===== config.mk =====
export PLATFORM = sky130hd
export DESIGN_NAME = dot_product_accumulator_flat
export DESIGN_NICKNAME = d
export VERILOG_FILES = /design/src/rtl/dot_product_accumulator_pkg.sv /design/src/rtl/dot_product_accumulator_if.sv /design/src/rtl/dot_product_accumulator_ready_edge_detect.sv /design/src/rtl/dot_product_accumulator.sv /design/src/flat_wrapper.sv
export SDC_FILE = /design/constraint.sdc
export NUM_CORES = 1
export LEC_CHECK = 0
export ABC_AREA = 1
export BUFFER_PORTS_ARGS = -buffer_cell sky130_fd_sc_hd__buf_2
export CAP_MARGIN = 20
export CORE_MARGIN = 10
export CORE_UTILIZATION = 30
export DETAILED_ROUTE_END_ITERATION = 8
export PLACE_DENSITY_LB_ADDON = 0.25
export RECOVER_POWER = 50
export SYNTH_ARGS = -nofsm -noshare
export SYNTH_HDL_FRONTEND = slang
export SYNTH_HIERARCHICAL = 1
export SYNTH_SLANG_ARGS = --single-unit

===== constraint.sdc =====
create_clock -name clk -period 2.26 [get_ports clk]
set_clock_uncertainty 0.2 [all_clocks]
set_input_delay 0.113 -clock clk [delete_from_list [all_inputs] [get_ports clk]]
set_output_delay 0.113 -clock clk [all_outputs]
set_load 0.05 [all_outputs]

===== src/rtl/dot_product_accumulator_pkg.sv =====
// Shared types and default widths for the dot-product accumulator.
package dot_acc_pkg;

  localparam int unsigned PROD_W_DEF = 32;
  localparam int unsigned ACC_W_DEF  = 38;
  localparam int unsigned LEN_W_DEF  = 8;

  // Saturation limits for the default accumulator width.
  localparam logic [ACC_W_DEF-1:0] ACC_MAX = {1'b0, {(ACC_W_DEF-1){1'b1}}};
  localparam logic [ACC_W_DEF-1:0] ACC_MIN = {1'b1, {(ACC_W_DEF-1){1'b0}}};

  typedef enum logic [1:0] {
    IDLE  = 2'd0,
    ACCUM = 2'd1,
    HOLD  = 2'd2
  } acc_state_t;

endpackage


===== src/rtl/dot_product_accumulator_if.sv =====
// Product input / result output bundle of the dot-product accumulator.
// slave: the accumulator side; master: the driving/consuming side.
interface dot_product_accumulator_if
  import dot_acc_pkg::*;
#(
  parameter int unsigned PROD_W = PROD_W_DEF,
  parameter int unsigned ACC_W  = ACC_W_DEF,
  parameter int unsigned LEN_W  = LEN_W_DEF
) ();

  logic              acc_start;
  logic [LEN_W-1:0]  len;
  logic              ready_bit;
  logic [PROD_W-1:0] product;
  logic              acc_ready;
  logic              acc_valid;
  logic [ACC_W-1:0]  acc_out;
  logic              busy;
  logic              overflow;
  logic              lost;

  modport slave (
    input  acc_start, len, ready_bit, product, acc_ready,
    output acc_valid, acc_out, busy, overflow, lost
  );

  modport master (
    output acc_start, len, ready_bit, product, acc_ready,
    input  acc_valid, acc_out, busy, overflow, lost
  );

endinterface


===== src/rtl/dot_product_accumulator_ready_edge_detect.sv =====
// Rising-edge detector on the multiplier ready level: one capture pulse per rise.
module ready_edge_detect (
  input  logic clk,
  input  logic rst,
  input  logic ready_bit,
  output logic capture
);

  logic ready_q;

  // Remember last cycle's ready level.
  always_ff @(posedge clk or negedge rst) begin
    if (!rst) begin
      ready_q <= 1'b0;
    end else begin
      ready_q <= ready_bit;
    end
  end

  assign capture = ready_bit & ~ready_q;

endmodule


===== src/rtl/dot_product_accumulator.sv =====
// Dot-product accumulator: sums a programmed number of multiplier products
// and holds the result on a valid/ready output.
// Optional feature: define DOT_ACC_SATURATE_EN for saturating accumulation
// with a sticky overflow flag; otherwise the sum wraps and overflow is 0.
module dot_product_accumulator
  import dot_acc_pkg::*;
#(
  parameter int unsigned PROD_W = PROD_W_DEF,
  parameter int unsigned ACC_W  = ACC_W_DEF,
  parameter int unsigned LEN_W  = LEN_W_DEF
) (
  input logic                      clk,
  input logic                      rst,
  dot_product_accumulator_if.slave bus
);

  acc_state_t        state_q;
  logic [ACC_W-1:0]  acc_q;
  logic [LEN_W-1:0]  count_q;
  logic [LEN_W-1:0]  len_q;
  logic [LEN_W-1:0]  count_nxt;
  logic              valid_q;
  logic              busy_q;
  logic              lost_q;
  logic              capture;
  logic signed [ACC_W-1:0] prod_ext;
  logic [ACC_W-1:0]  sum_next;

`ifdef DOT_ACC_SATURATE_EN
  localparam logic [ACC_W-1:0] SAT_MAX = {1'b0, {(ACC_W-1){1'b1}}};
  localparam logic [ACC_W-1:0] SAT_MIN = {1'b1, {(ACC_W-1){1'b0}}};
  logic [ACC_W:0] sum_wide;
  logic           sum_ovf;
  logic           ovf_q;
`endif

  ready_edge_detect u_edge (
    .clk       (clk),
    .rst       (rst),
    .ready_bit (bus.ready_bit),
    .capture   (capture)
  );

  assign count_nxt = count_q + LEN_W'(1);

  // Next accumulator value: sign-extended product added to the running sum.
  always_comb begin
    prod_ext = ACC_W'($signed(bus.product));
`ifdef DOT_ACC_SATURATE_EN
    sum_wide = {acc_q[ACC_W-1], acc_q} + {prod_ext[ACC_W-1], prod_ext};
    sum_ovf  = sum_wide[ACC_W] ^ sum_wide[ACC_W-1];
    if (sum_ovf) begin
      sum_next = sum_wide[ACC_W] ? SAT_MIN : SAT_MAX;
    end else begin
      sum_next = sum_wide[ACC_W-1:0];
    end
`else
    // Wrapping keeps only the low ACC_W bits, so the carry bit is never formed.
    sum_next = acc_q + prod_ext;
`endif
  end

  // Control FSM with registered outputs.
  always_ff @(posedge clk or negedge rst) begin
    if (!rst) begin
      state_q <= IDLE;
      acc_q   <= '0;
      count_q <= '0;
      len_q   <= '0;
      valid_q <= 1'b0;
      busy_q  <= 1'b0;
      lost_q  <= 1'b0;
`ifdef DOT_ACC_SATURATE_EN
      ovf_q   <= 1'b0;
`endif
    end else begin
      case (state_q)
        IDLE: begin
          if (bus.acc_start) begin
            acc_q   <= '0;
            count_q <= '0;
            len_q   <= bus.len;
            // A coincident capture is not summed but still counts as lost.
            lost_q  <= capture;
`ifdef DOT_ACC_SATURATE_EN
            ovf_q   <= 1'b0;
`endif
            busy_q  <= 1'b1;
            if (bus.len == '0) begin
              state_q <= HOLD;
              valid_q <= 1'b1;
            end else begin
              state_q <= ACCUM;
            end
          end else if (capture) begin
            lost_q <= 1'b1;
          end
        end
        ACCUM: begin
          if (capture) begin
            acc_q   <= sum_next;
            count_q <= count_nxt;
`ifdef DOT_ACC_SATURATE_EN
            if (sum_ovf) begin
              ovf_q <= 1'b1;
            end
`endif
            if (count_nxt == len_q) begin
              state_q <= HOLD;
              valid_q <= 1'b1;
            end
          end
        end
        HOLD: begin
          if (capture) begin
            lost_q <= 1'b1;
          end
          if (bus.acc_ready) begin
            state_q <= IDLE;
            valid_q <= 1'b0;
            busy_q  <= 1'b0;
          end
        end
        default: begin
          state_q <= IDLE;
          valid_q <= 1'b0;
          busy_q  <= 1'b0;
        end
      endcase
    end
  end

  assign bus.acc_valid = valid_q;
  assign bus.acc_out   = acc_q;
  assign bus.busy      = busy_q;
  assign bus.lost      = lost_q;
`ifdef DOT_ACC_SATURATE_EN
  assign bus.overflow  = ovf_q;
`else
  assign bus.overflow  = 1'b0;
`endif

endmodule


===== src/flat_wrapper.sv =====
// flat-port wrapper written by rule: the top's interface ports become plain ports
module dot_product_accumulator_flat import dot_acc_pkg::*;
#(
  parameter int unsigned PROD_W = PROD_W_DEF,
  parameter int unsigned ACC_W  = ACC_W_DEF,
  parameter int unsigned LEN_W  = LEN_W_DEF
)
  (clk, rst, bus_acc_start, bus_len, bus_ready_bit, bus_product, bus_acc_ready, bus_acc_valid, bus_acc_out, bus_busy, bus_overflow, bus_lost);
  dot_product_accumulator_if #(.PROD_W(PROD_W), .ACC_W(ACC_W), .LEN_W(LEN_W)) bus_i ();
  input logic clk;
  input logic rst;
  input wire logic [$bits(bus_i.acc_start)-1:0] bus_acc_start;
  input wire logic [$bits(bus_i.len)-1:0] bus_len;
  input wire logic [$bits(bus_i.ready_bit)-1:0] bus_ready_bit;
  input wire logic [$bits(bus_i.product)-1:0] bus_product;
  input wire logic [$bits(bus_i.acc_ready)-1:0] bus_acc_ready;
  output wire logic [$bits(bus_i.acc_valid)-1:0] bus_acc_valid;
  output wire logic [$bits(bus_i.acc_out)-1:0] bus_acc_out;
  output wire logic [$bits(bus_i.busy)-1:0] bus_busy;
  output wire logic [$bits(bus_i.overflow)-1:0] bus_overflow;
  output wire logic [$bits(bus_i.lost)-1:0] bus_lost;
  assign bus_i.acc_start = bus_acc_start;
  assign bus_i.len = bus_len;
  assign bus_i.ready_bit = bus_ready_bit;
  assign bus_i.product = bus_product;
  assign bus_i.acc_ready = bus_acc_ready;
  assign bus_acc_valid = bus_i.acc_valid;
  assign bus_acc_out = bus_i.acc_out;
  assign bus_busy = bus_i.busy;
  assign bus_overflow = bus_i.overflow;
  assign bus_lost = bus_i.lost;
  dot_product_accumulator #(.PROD_W(PROD_W), .ACC_W(ACC_W), .LEN_W(LEN_W)) u_core (.clk(clk), .rst(rst), .bus(bus_i));
endmodule

# Word level (Yosys, flattened, before mapping)
# Index checks and enable logic that the tools add are counted.
# W data, S select, Z words.
[totals]
reg_bits = 60
inputBits = 45
out_inout_bits = 42
elab_cells = 53
[op_classes]
n_addsub = 2
eq_ne = 8
muxes = 23
bitwise = 3
n_reduce_logical = 9
[ops]
columns = ["cell", "count"]
rows = [
  ["$mux W38", 2],
  ["$pmux W38 S2", 1],
  ["$add A38 B38 Y38", 1],
  ["$mux W8", 2],
  ["$pmux W8 S2", 1],
  ["$mux W2", 5],
  ["$add A8 B1 Y8 const B", 1],
  ["$eq A8 B8 Y1", 1],
  ["$logic_not A8 Y1", 1],
  ["$mux W1", 8],
  ["$ne A2 B1 Y1 const B", 3],
  ["$pmux W1 S3", 2],
  ["$pmux W2 S3", 1],
  ["$reduce_and A3 Y1", 2],
  ["$reduce_and A5 Y1", 1],
  ["$ne A2 B2 Y1 const B", 2],
  ["$reduce_and A4 Y1", 1],
  ["$reduce_bool A2 Y1", 2],
  ["$eq A2 B1 Y1 const B", 1],
  ["$eq A2 B2 Y1 const B", 1],
  ["$logic_not A2 Y1", 1],
  ["$not A1 Y1", 2],
  ["$pmux W1 S2", 1],
  ["$reduce_and A2 Y1", 1],
  ["$and A1 B1 Y1", 1],
]

# Logic depth before layout (Yosys ltp)
# Gate-level depths: netlist of run 1.
[depth]
word_depth = 5
mapped_depth = 15
ltp_nobuf = 15

# Modules after synthesis
# Netlist of run 1, hierarchy kept.
[modules_own_cells]
columns = ["module", "instances", "cells_each", "area_each_um2", "seq_area_each_um2"]
rows = [
  ["dot_product_accumulator", 1, 863, 5343.9, 1476.4],
  ["ready_edge_detect", 1, 3, 35.0, 25.0],
]

# Worst setup path after synthesis of run 1
# Ideal clock, no wire load.
[synth_path]
path_kind = "flip-flop to flip-flop"
start = "register u_core.acc_q[0] (netlist: u_core/bus.acc_out[0])"
end = "register u_core.acc_q[24] (netlist: u_core/bus.acc_out[24])"
setup_ns = 0.118
arrival_ns = 2.153
required_ns = 1.942
path_slack_ns = -0.211
path_stages_with_launch = 16
path_buffers = 0
period_less_slack_ns = 2.471
cell_sequence = "dfrtp_1 > ha_1 > inv_1 > fa_1 > inv_1 > nand3_1 > nand3_1 > nand2_1 > nand2_1 > nand3_1 > nand2_1 > nand2_1 > nand2_1 > nand2_1 > nand3_1 > nand2_1"
[synth_via]
elab_chain_cells = 3
[synth_lines]
columns = ["item", "line_no", "source"]
rows = [
  ["start: declaration", "dot_product_accumulator.sv:18", "logic [ACC_W-1:0] acc_q;"],
  ["start signal: assignment", "dot_product_accumulator.sv:101", "acc_q <= sum_next;"],
  ["$add A38 B38 Y38", "dot_product_accumulator.sv:59", "sum_next = acc_q + prod_ext;"],
  ["$mux W38", "dot_product_accumulator.sv:100", "if (capture) begin"],
  ["$pmux W38 S2", "dot_product_accumulator.sv:77", "case (state_q)"],
]
# No other way between the ends. The select of a mux whose other input is x is not followed.
# A chain may end at the register's enable or synchronous reset.

# Worst setup path in the final report of run 1
[layout_path]
start = "register u_core.acc_q[0] (netlist: u_core/bus.acc_out[0])"
end = "register u_core.acc_q[36] (netlist: u_core/bus.acc_out[36])"
# Same word-level chain as after synthesis.

==> results of run 1 <==
## worst reg2reg max path, cell delays in order, from the launching register on
cell	delay, ns
dfrtp_2	0.38
ha_4	0.14
inv_1	0.05
fa_2	0.39
inv_2	0.08
nand3_2	0.06
nand3_2	0.11
nand2_1	0.10
nand3_2	0.14
nand2_1	0.12
nand2_1	0.08
nand2_1	0.04
nand3_1	0.06
nand2_1	0.05
## layout make-up
| cell class | count | area [um^2] | area share |
|---|---|---|---|
| diodes | 1 | 2.50 | 0.000355 |
| clock buffers | 9 | 225 | 0.0319 |
| clock inverters | 7 | 98.8 | 0.0140 |
| flip-flops and latches | 60 | 1500 | 0.213 |
| well taps | 225 | 282 | 0.0399 |
| repair buffers | 127 | 732 | 0.104 |
| inverters | 133 | 499 | 0.0708 |
| multi-input cells | 663 | 3710 | 0.526 |
## routing by layer
layer	GRT usage	share of wire	wire, um	vias to the layer above
met5	0	0	0	-
li1	-	-	-	2966
met1	0.176	0.47	8150	2541
met4	0.0369	0.015	269	0
met2	0.235	0.46	8120	129
met3	0.0432	0.055	970	23
## registers in the layout, summed over array words and instances, names as in the netlist
| signal | cells |
|---|---|
| u_core/bus.acc_valid | 1 |
| u_core/len_q | 8 |
| u_core/bus.busy | 1 |
| u_core/state_q | 2 |
| u_core/bus.acc_out | 38 |
| u_core/u_edge/ready_q | 1 |
| u_core/count_q | 8 |
| u_core/bus.lost | 1 |
## through the flow
step,util,power (mW),std cells,setup WS [ns]
5_1_grt,0.405,11.4,1224,-0.0284
3_5_place_dp,0.356,8.34,1185,0.0300
2_1_floorplan,-,6.62,866,0.0152
4_1_cts,0.382,9.98,1214,0.0158
6_report,0.405,10.4,1225,0.137
3_3_place_gp,0.356,8.31,1185,0.0596
## worst max-delay path by stage
stage / startpoint / end / slack (ns) / cells past startpoint
4_1_cts: u_core/bus.acc_out[0]$_DFFE_PN0P_ / u_core/bus.acc_out[24]$_DFFE_PN0P_ / 0.02 / 15
6_report: u_core/bus.acc_out[0]$_DFFE_PN0P_ / u_core/bus.acc_out[36]$_DFFE_PN0P_ / 0.14 / 13
2_1_floorplan: u_core/bus.acc_out[0]$_DFFE_PN0P_ / u_core/bus.acc_out[24]$_DFFE_PN0P_ / 0.02 / 15
3_5_place_dp: u_core/bus.acc_out[0]$_DFFE_PN0P_ / u_core/bus.acc_out[32]$_DFFE_PN0P_ / 0.03 / 15
5_1_grt: u_core/bus.acc_out[6]$_DFFE_PN0P_ / u_core/bus.acc_out[31]$_DFFE_PN0P_ / -0.03 / 14
3_3_place_gp: u_core/bus.acc_out[12]$_DFFE_PN0P_ / u_core/bus.acc_out[36]$_DFFE_PN0P_ / 0.06 / 12
## cells in the mapped netlist, drive strengths merged
cell type,count
ha,38
xnor2,5
a22o,2
o22ai,4
o21a,2
nor3,9
nand3b,4
and2,1
a21o,1
conb,1
fa,1
buf,9
clkinv,1
xnor3,1
nand2,349
dfrtp,60
o31ai,7
nand3,61
o21ai,33
or2,3
clkbuf,1
nor2,89
o21bai,4
xor2,5
a21oi,41
nor4,2
inv,132
## where the power goes
group | switching, mW | leakage (nW) | internal [mW]
registers | 0.467 | 0.747 | 1.57
clock network | 0.591 | 0.156 | 0.971
logic | 4.57 | 2.77 | 2.26
## what timing repair did
item,in CTS,in global routing
setup buffers,0,7
setup endpoints to repair,0,21
gates resized for setup,0,65
hold endpoints to repair,39,3
hold buffers,13,3
## kinds of logic after synthesis
| family | Yosys count | share of synthesized area |
|---|---|---|
| AOI/OAI and AO/OA | 94 | 0.0984 |
| adders and majority gates | 39 | 0.0921 |
| other | 1 | 0.000697 |
| and+or+nand+nor | 518 | 0.406 |
| buffers and inverters | 143 | 0.103 |
| xor gates and xnor gates | 11 | 0.0205 |
| DFF | 60 | 0.279 |
==> metrics.yaml, run 1 <==
synth.yosys.warnings: 6
synth_area_leaders: "dfrtp_1 28%, nand2_1 23%, inv_1 8.9%, ha_1 8.8%, nor2_1 5.5%"
clock_path_buffers: 2
htreeDepth: 3
worst_pin_slew_ns: 0.887
gp_congestion: 0.929
syn_nets: 950
clk_latency_ns: 0.35
synth.ff_latch_count: 60
clock-sinks: 60
r2r_slack_ns: 0.14
relSlewSlack: 0.409
drt_pass1_iterations: 7
cts_buffers: 9
dr.first_iter.drc_count: 318
die_x_um: 154
grt_usage: 0.143
r2r_end: "u_core/bus.acc_out[36]$_DFFE_PN0P_"
holdCritStartpoint: "bus_product[15]"
setup_violations: 0
yosysSeqAreaShare: 0.279
critPathCaptureType: "flop"
grt_pass1_vias: 5467
wl_per_cell_um: 14.3
hpwl_um: 13700
die_h_um: 154
syn_to_final_growth_pct: 31.1
post-route-min-period_ns: 2.12
layout_worst_path_cycle_share: 0.939
antenna_found_initial: 1
r2r_cells: 13
cp.required_ns: 2.29
critPathMostFrequentCell: "nand2_1"
vias: 5659
irDropWorstVdd_uv: 627
cts_root_buffer: "clkbuf_16"
hold_path_end: "u_core/bus.acc_out[15]$_DFFE_PN0P_"
synth_top_area_cell: "dfrtp_1"
final_cell_mix: "325 x nand2_1, 127 x inv_1, 72 x nor2_1"
routed_wl_um: 17500
grt-ovfl-total: 0
path_class: "flop to flop"
cts_tree: "done"
dieArea_um2: 23700
crit_buf_inv: 2
io_buffer_count: 85
cpLargestDelayFamily: "simple AND/OR/NAND/NOR gates"
hold_path.class: "input port to flop"
worst_ep_arrival_time_ns: 2.15
hold_depth: 4
fin_hold_ws_ns: -0.00969
start_kind: "flop"
drive_gt1_frac: 0.187
r2r-start: "u_core/bus.acc_out[0]$_DFFE_PN0P_"
fmax_mhz: 471
fillerInstances: 1888
place_area_um2: 6200
violations: "negative hold slack"
route.detailed.drc: 0
grt_start_max_net_pins: 31
cp_max_fo: 5
setup_tns_ns: 0
ioPinCount: 87
viasPerCell: 4.62
core-area_um2: 17400
cp_slowest_stage_delay_ns: 0.39
slowest_stage: "fa_2"
crit_chain: "ha_4 -> inv_1 -> fa_2 -> inv_2 -> nand3_2 -> nand3_2 -> nand2_1 -> nand3_2 -> nand2_1 -> nand2_1 -> nand2_1 -> nand3_1 -> nand2_1"
synth_top_area_frac: 0.279
final_common_cell: "nand2_1"
ant_nets: 0
netlist_area_um2: 5380
powerDensity_nw_per_um2: 1480
initial_core_util: 0.309
hold_violations: 2
slew_viol_final: 0
rows: 48
synth_cells: 866
power_leakage_nw: 3.68
outcome: "finished with violations"
synth_cell_type_count: 37
fin_area_um2: 7050
grt_pass1_wl_um: 27500
fin_nets: 1078
maxCapViolations: 0
path_clk_slew_ns: 0.06
syn_avg_cell_area_um2: 6.21
No activity file was read; power rests on OpenSTA's default activity.
==> inputs of run 2 (changes only) <==
Settings changed: ABC_AREA 1 to 0.
==> run 2 against run 1 <==
  * The flow finishes with violations (negative setup slack)
  * Global-route usage grew 0.25 points
  * Fmax shrank 23%
  * Sequential power shrank 11%
  * Register-to-register slack lost 0.63 ns
  * Critical path type unchanged
==> metrics.yaml, run 2 <==
largest_register_ffs: 38  # unchanged
cp-endpoint: "u_core/bus.acc_out[24]$_DFFE_PN0P_"
grt_pass1_wl_um: 23900  # -13%
gp_congestion: 0.869  # -6.5%
p_clk_frac: 0.139  # -0.011
final_cell_mix: "123 x buf_4, 81 x buf_2, 63 x nand2_1"
start_kind: "flop"
power_leakage_nw: 3.40  # -7.4%
route.detailed.drc: 0  # unchanged
hold_path.class: "input port to flop"
fin_nets: 830  # -23%
synth_cell_type_count: 60  # +62%
cp-startpoint: "u_core/bus.acc_out[3]$_DFFE_PN0P_"
grt-ovfl-total: 0  # unchanged
synth-edff-count: 0  # unchanged
grt_usage: 0.145  # +0.00253
p_int_mw: 5.04  # +4.9%
syn_nets: 605  # -36%
layout_worst_path_cycle_share: 1.22  # +0.280
synth_ff_type: "dfrtp_1"
dieArea_um2: 20400  # -14%
die_h_um: 143  # -7.1%
placedCellCount: 894  # -25%
fin_area_um2: 7040  # -0.16%
syn_to_final_growth_pct: 55.1
async_flop_share: 1.00  # unchanged
drive_gt1_frac: 0.446  # +0.259
yosysSeqAreaShare: 0.331  # +0.0517
die_x_um: 143  # -7.1%
netlist_area_um2: 4540  # -16%
routed_wl_um: 15100  # -14%
yosysMostFrequentCell: "nand2_1"
maxCapViolations: 0  # unchanged
cp_max_fo: 4  # -1
hpwl_um: 11100  # -19%
synth.yosys.warnings: 6  # unchanged
synth.ff_latch_count: 60  # unchanged
path_class: "flop to flop"
cp.required_ns: 2.29  # about the same
path_clk_slew_ns: 0.06  # about the same
violations: "negative setup slack"
netSwitchingFraction: 0.469  # -0.0702
synth_top_area_cell: "dfrtp_1"
hold_violations: 0  # -2
syn_avg_cell_area_um2: 8.71  # +40%
place_area_um2: 6310  # +1.8%
p_sw_mw: 4.46  # -21%
combPwrFrac: 0.670  # +0.015
ant_nets: 0  # unchanged
synth_top_area_frac: 0.331  # +0.0517
vias: 4662  # -18%
r2r_cells: 10  # -3
final_common_cell: "buf_4"
grt_setup_unrepaired: "true"
synth_cells: 521  # -40%
worst_ep_arrival_time_ns: 2.78  # +0.63 ns
num_antenna_cells: 0  # -1
p_seq_frac: 0.191  # -0.004
r2r_end: "u_core/bus.acc_out[24]$_DFFE_PN0P_"
synth_common_cells: "64 x nand2_1, 60 x dfrtp_1, 51 x o21ai_0"
viasPerCell: 4.99  # +7.9%
wl_per_cell_um: 16.1  # +13%
fmax_mhz: 363  # -23%
cts_tree: "done"
slew_viol_final: 0  # unchanged
r2r-start: "u_core/bus.acc_out[3]$_DFFE_PN0P_"
r2r_slack_ns: -0.50  # -0.63 ns
htreeDepth: 3  # unchanged
post-route-min-period_ns: 2.76  # +0.633 ns
fin_util: 0.479  # +0.0741
irDropWorstVdd_uv: 798  # +27%
cts_root_buffer: "clkbuf_16"
powerDensity_nw_per_um2: 1350  # -8.8%
stdcell_count: 935  # -24%
antenna_found_initial: 0  # -1
cts_buffers: 9  # unchanged
grt_pass1_vias: 4790  # -12%
initial_core_util: 0.309  # about the same
grt_start_max_net_pins: 42  # +35%
power_mw: 9.51  # -8.9%
critPathCaptureType: "flop"
ioPinCount: 87  # unchanged
clock_path_buffers: 2  # unchanged
drt_pass1_iterations: 4  # -3
dr.first_iter.drc_count: 264  # -17%
relSlewSlack: 0.193  # -0.215
synth_area_leaders: "dfrtp_1 33%, ha_1 10%, o21ai_0 5.6%, nand2_1 5.3%, xnor2_1 4.2%"
worst_pin_slew_ns: 1.21  # +0.323 ns
setup_slack_ns: -0.496  # -0.633 ns
clk_latency_ns: 0.35  # about the same
core-area_um2: 14700  # -16%
clock-sinks: 60  # unchanged
setup_violations: 27  # +27
outcome: "finished with violations"
io_buffer_count: 85  # unchanged
setup_tns_ns: -7.43  # -7.43 ns
rows: 44  # -8.3%
## run 2: per-layer routing
layer / vias up / global-route usage / part of all wire
met4: 0 / 0.0505 / 0.018
met3: 24 / 0.0421 / 0.064
met1: 2186 / 0.185 / 0.46
met5: - / 0 / 0
met2: 111 / 0.229 / 0.46
li1: 2341 / - / -
## run 2: cell type report
| cell class | count | area [um^2] |
|---|---|---|
| Clock inverter | 7 | 52.6 |
| Sequential cell | 60 | 1530 |
| Multi-Input combinational cell | 419 | 3310 |
| Inverter | 22 | 82.6 |
| Tap cell | 184 | 230 |
| Clock buffer | 9 | 225 |
| Fill cell | 1416 | 7660 |
| Timing Repair Buffer | 234 | 1600 |
## run 2: cells by family (layout without fill, tap and decap cells)
logic type	count (synthesis)	count (layout)	synth area share
AO/OA/AOI/OAI	176	176	0.258
XOR/XNOR	44	44	0.0849
adder cells (fa/ha/maj)	39	39	0.109
buffers and inverters	43	272	0.0367
flip-flops	60	60	0.331
multiplexers	11	11	0.0262
other	1	1	0.000826
AND/OR/NAND/NOR	147	148	0.153
## run 2: worst min-delay path by stage
stage,from,end,cells after the start
floorplan,rst,u_core/bus.acc_out[0]$_DFFE_PN0P_,0
global placement,rst,u_core/bus.acc_out[15]$_DFFE_PN0P_,1
detailed placement,rst,u_core/bus.acc_out[15]$_DFFE_PN0P_,1
CTS,bus_product[27],u_core/bus.acc_out[28]$_DFFE_PN0P_,4
global route,bus_product[31],u_core/bus.acc_out[37]$_DFFE_PN0P_,3
finish,bus_product[31],u_core/bus.acc_out[37]$_DFFE_PN0P_,3
## run 2: power groups by stage
| stage | combinational (mW) | sequential (mW) | clock, mW |
|---|---|---|---|
| CTS | 6.23 | 1.82 | 1.35 |
| global route | 6.91 | 1.87 | 1.40 |
| global placement | 5.77 | 1.81 | 0 |
| finish | 6.37 | 1.82 | 1.32 |
| detailed placement | 5.85 | 1.83 | 0 |
| floorplan | 2.77 | 2.77 | 0 |
## run 2: worst max-delay path, stage by stage (launching register included)
cell and delay, ns:
dfrtp_2 0.40, ha_1 0.34, o211ai_1 0.23, a21o_1 0.14
a211oi_2 0.08, or3_4 0.34, a31o_1 0.20, a21o_1 0.20
a31oi_4 0.19, mux2i_1 0.22, nand3_1 0.10
## run 2: timing repair
item	in CTS	in global routing
resized for setup	45	18
hold endpoints to repair	52	0
endpoints found under the setup margin	27	38
cloned	0	1
buffers inserted	8	6
hold buffers	12	0
pin swaps	43	39
## run 2: per-stage QoR
step | hold slack, ns | setup slack [ns]
final | 0.0603 | -0.496
after global routing | 0.0991 | -0.632
after CTS | 0.0432 | -0.491
after detailed placement | -0.0814 | -0.539
after global placement | -0.0928 | -0.492
after floorplan | -0.383 | -0.549
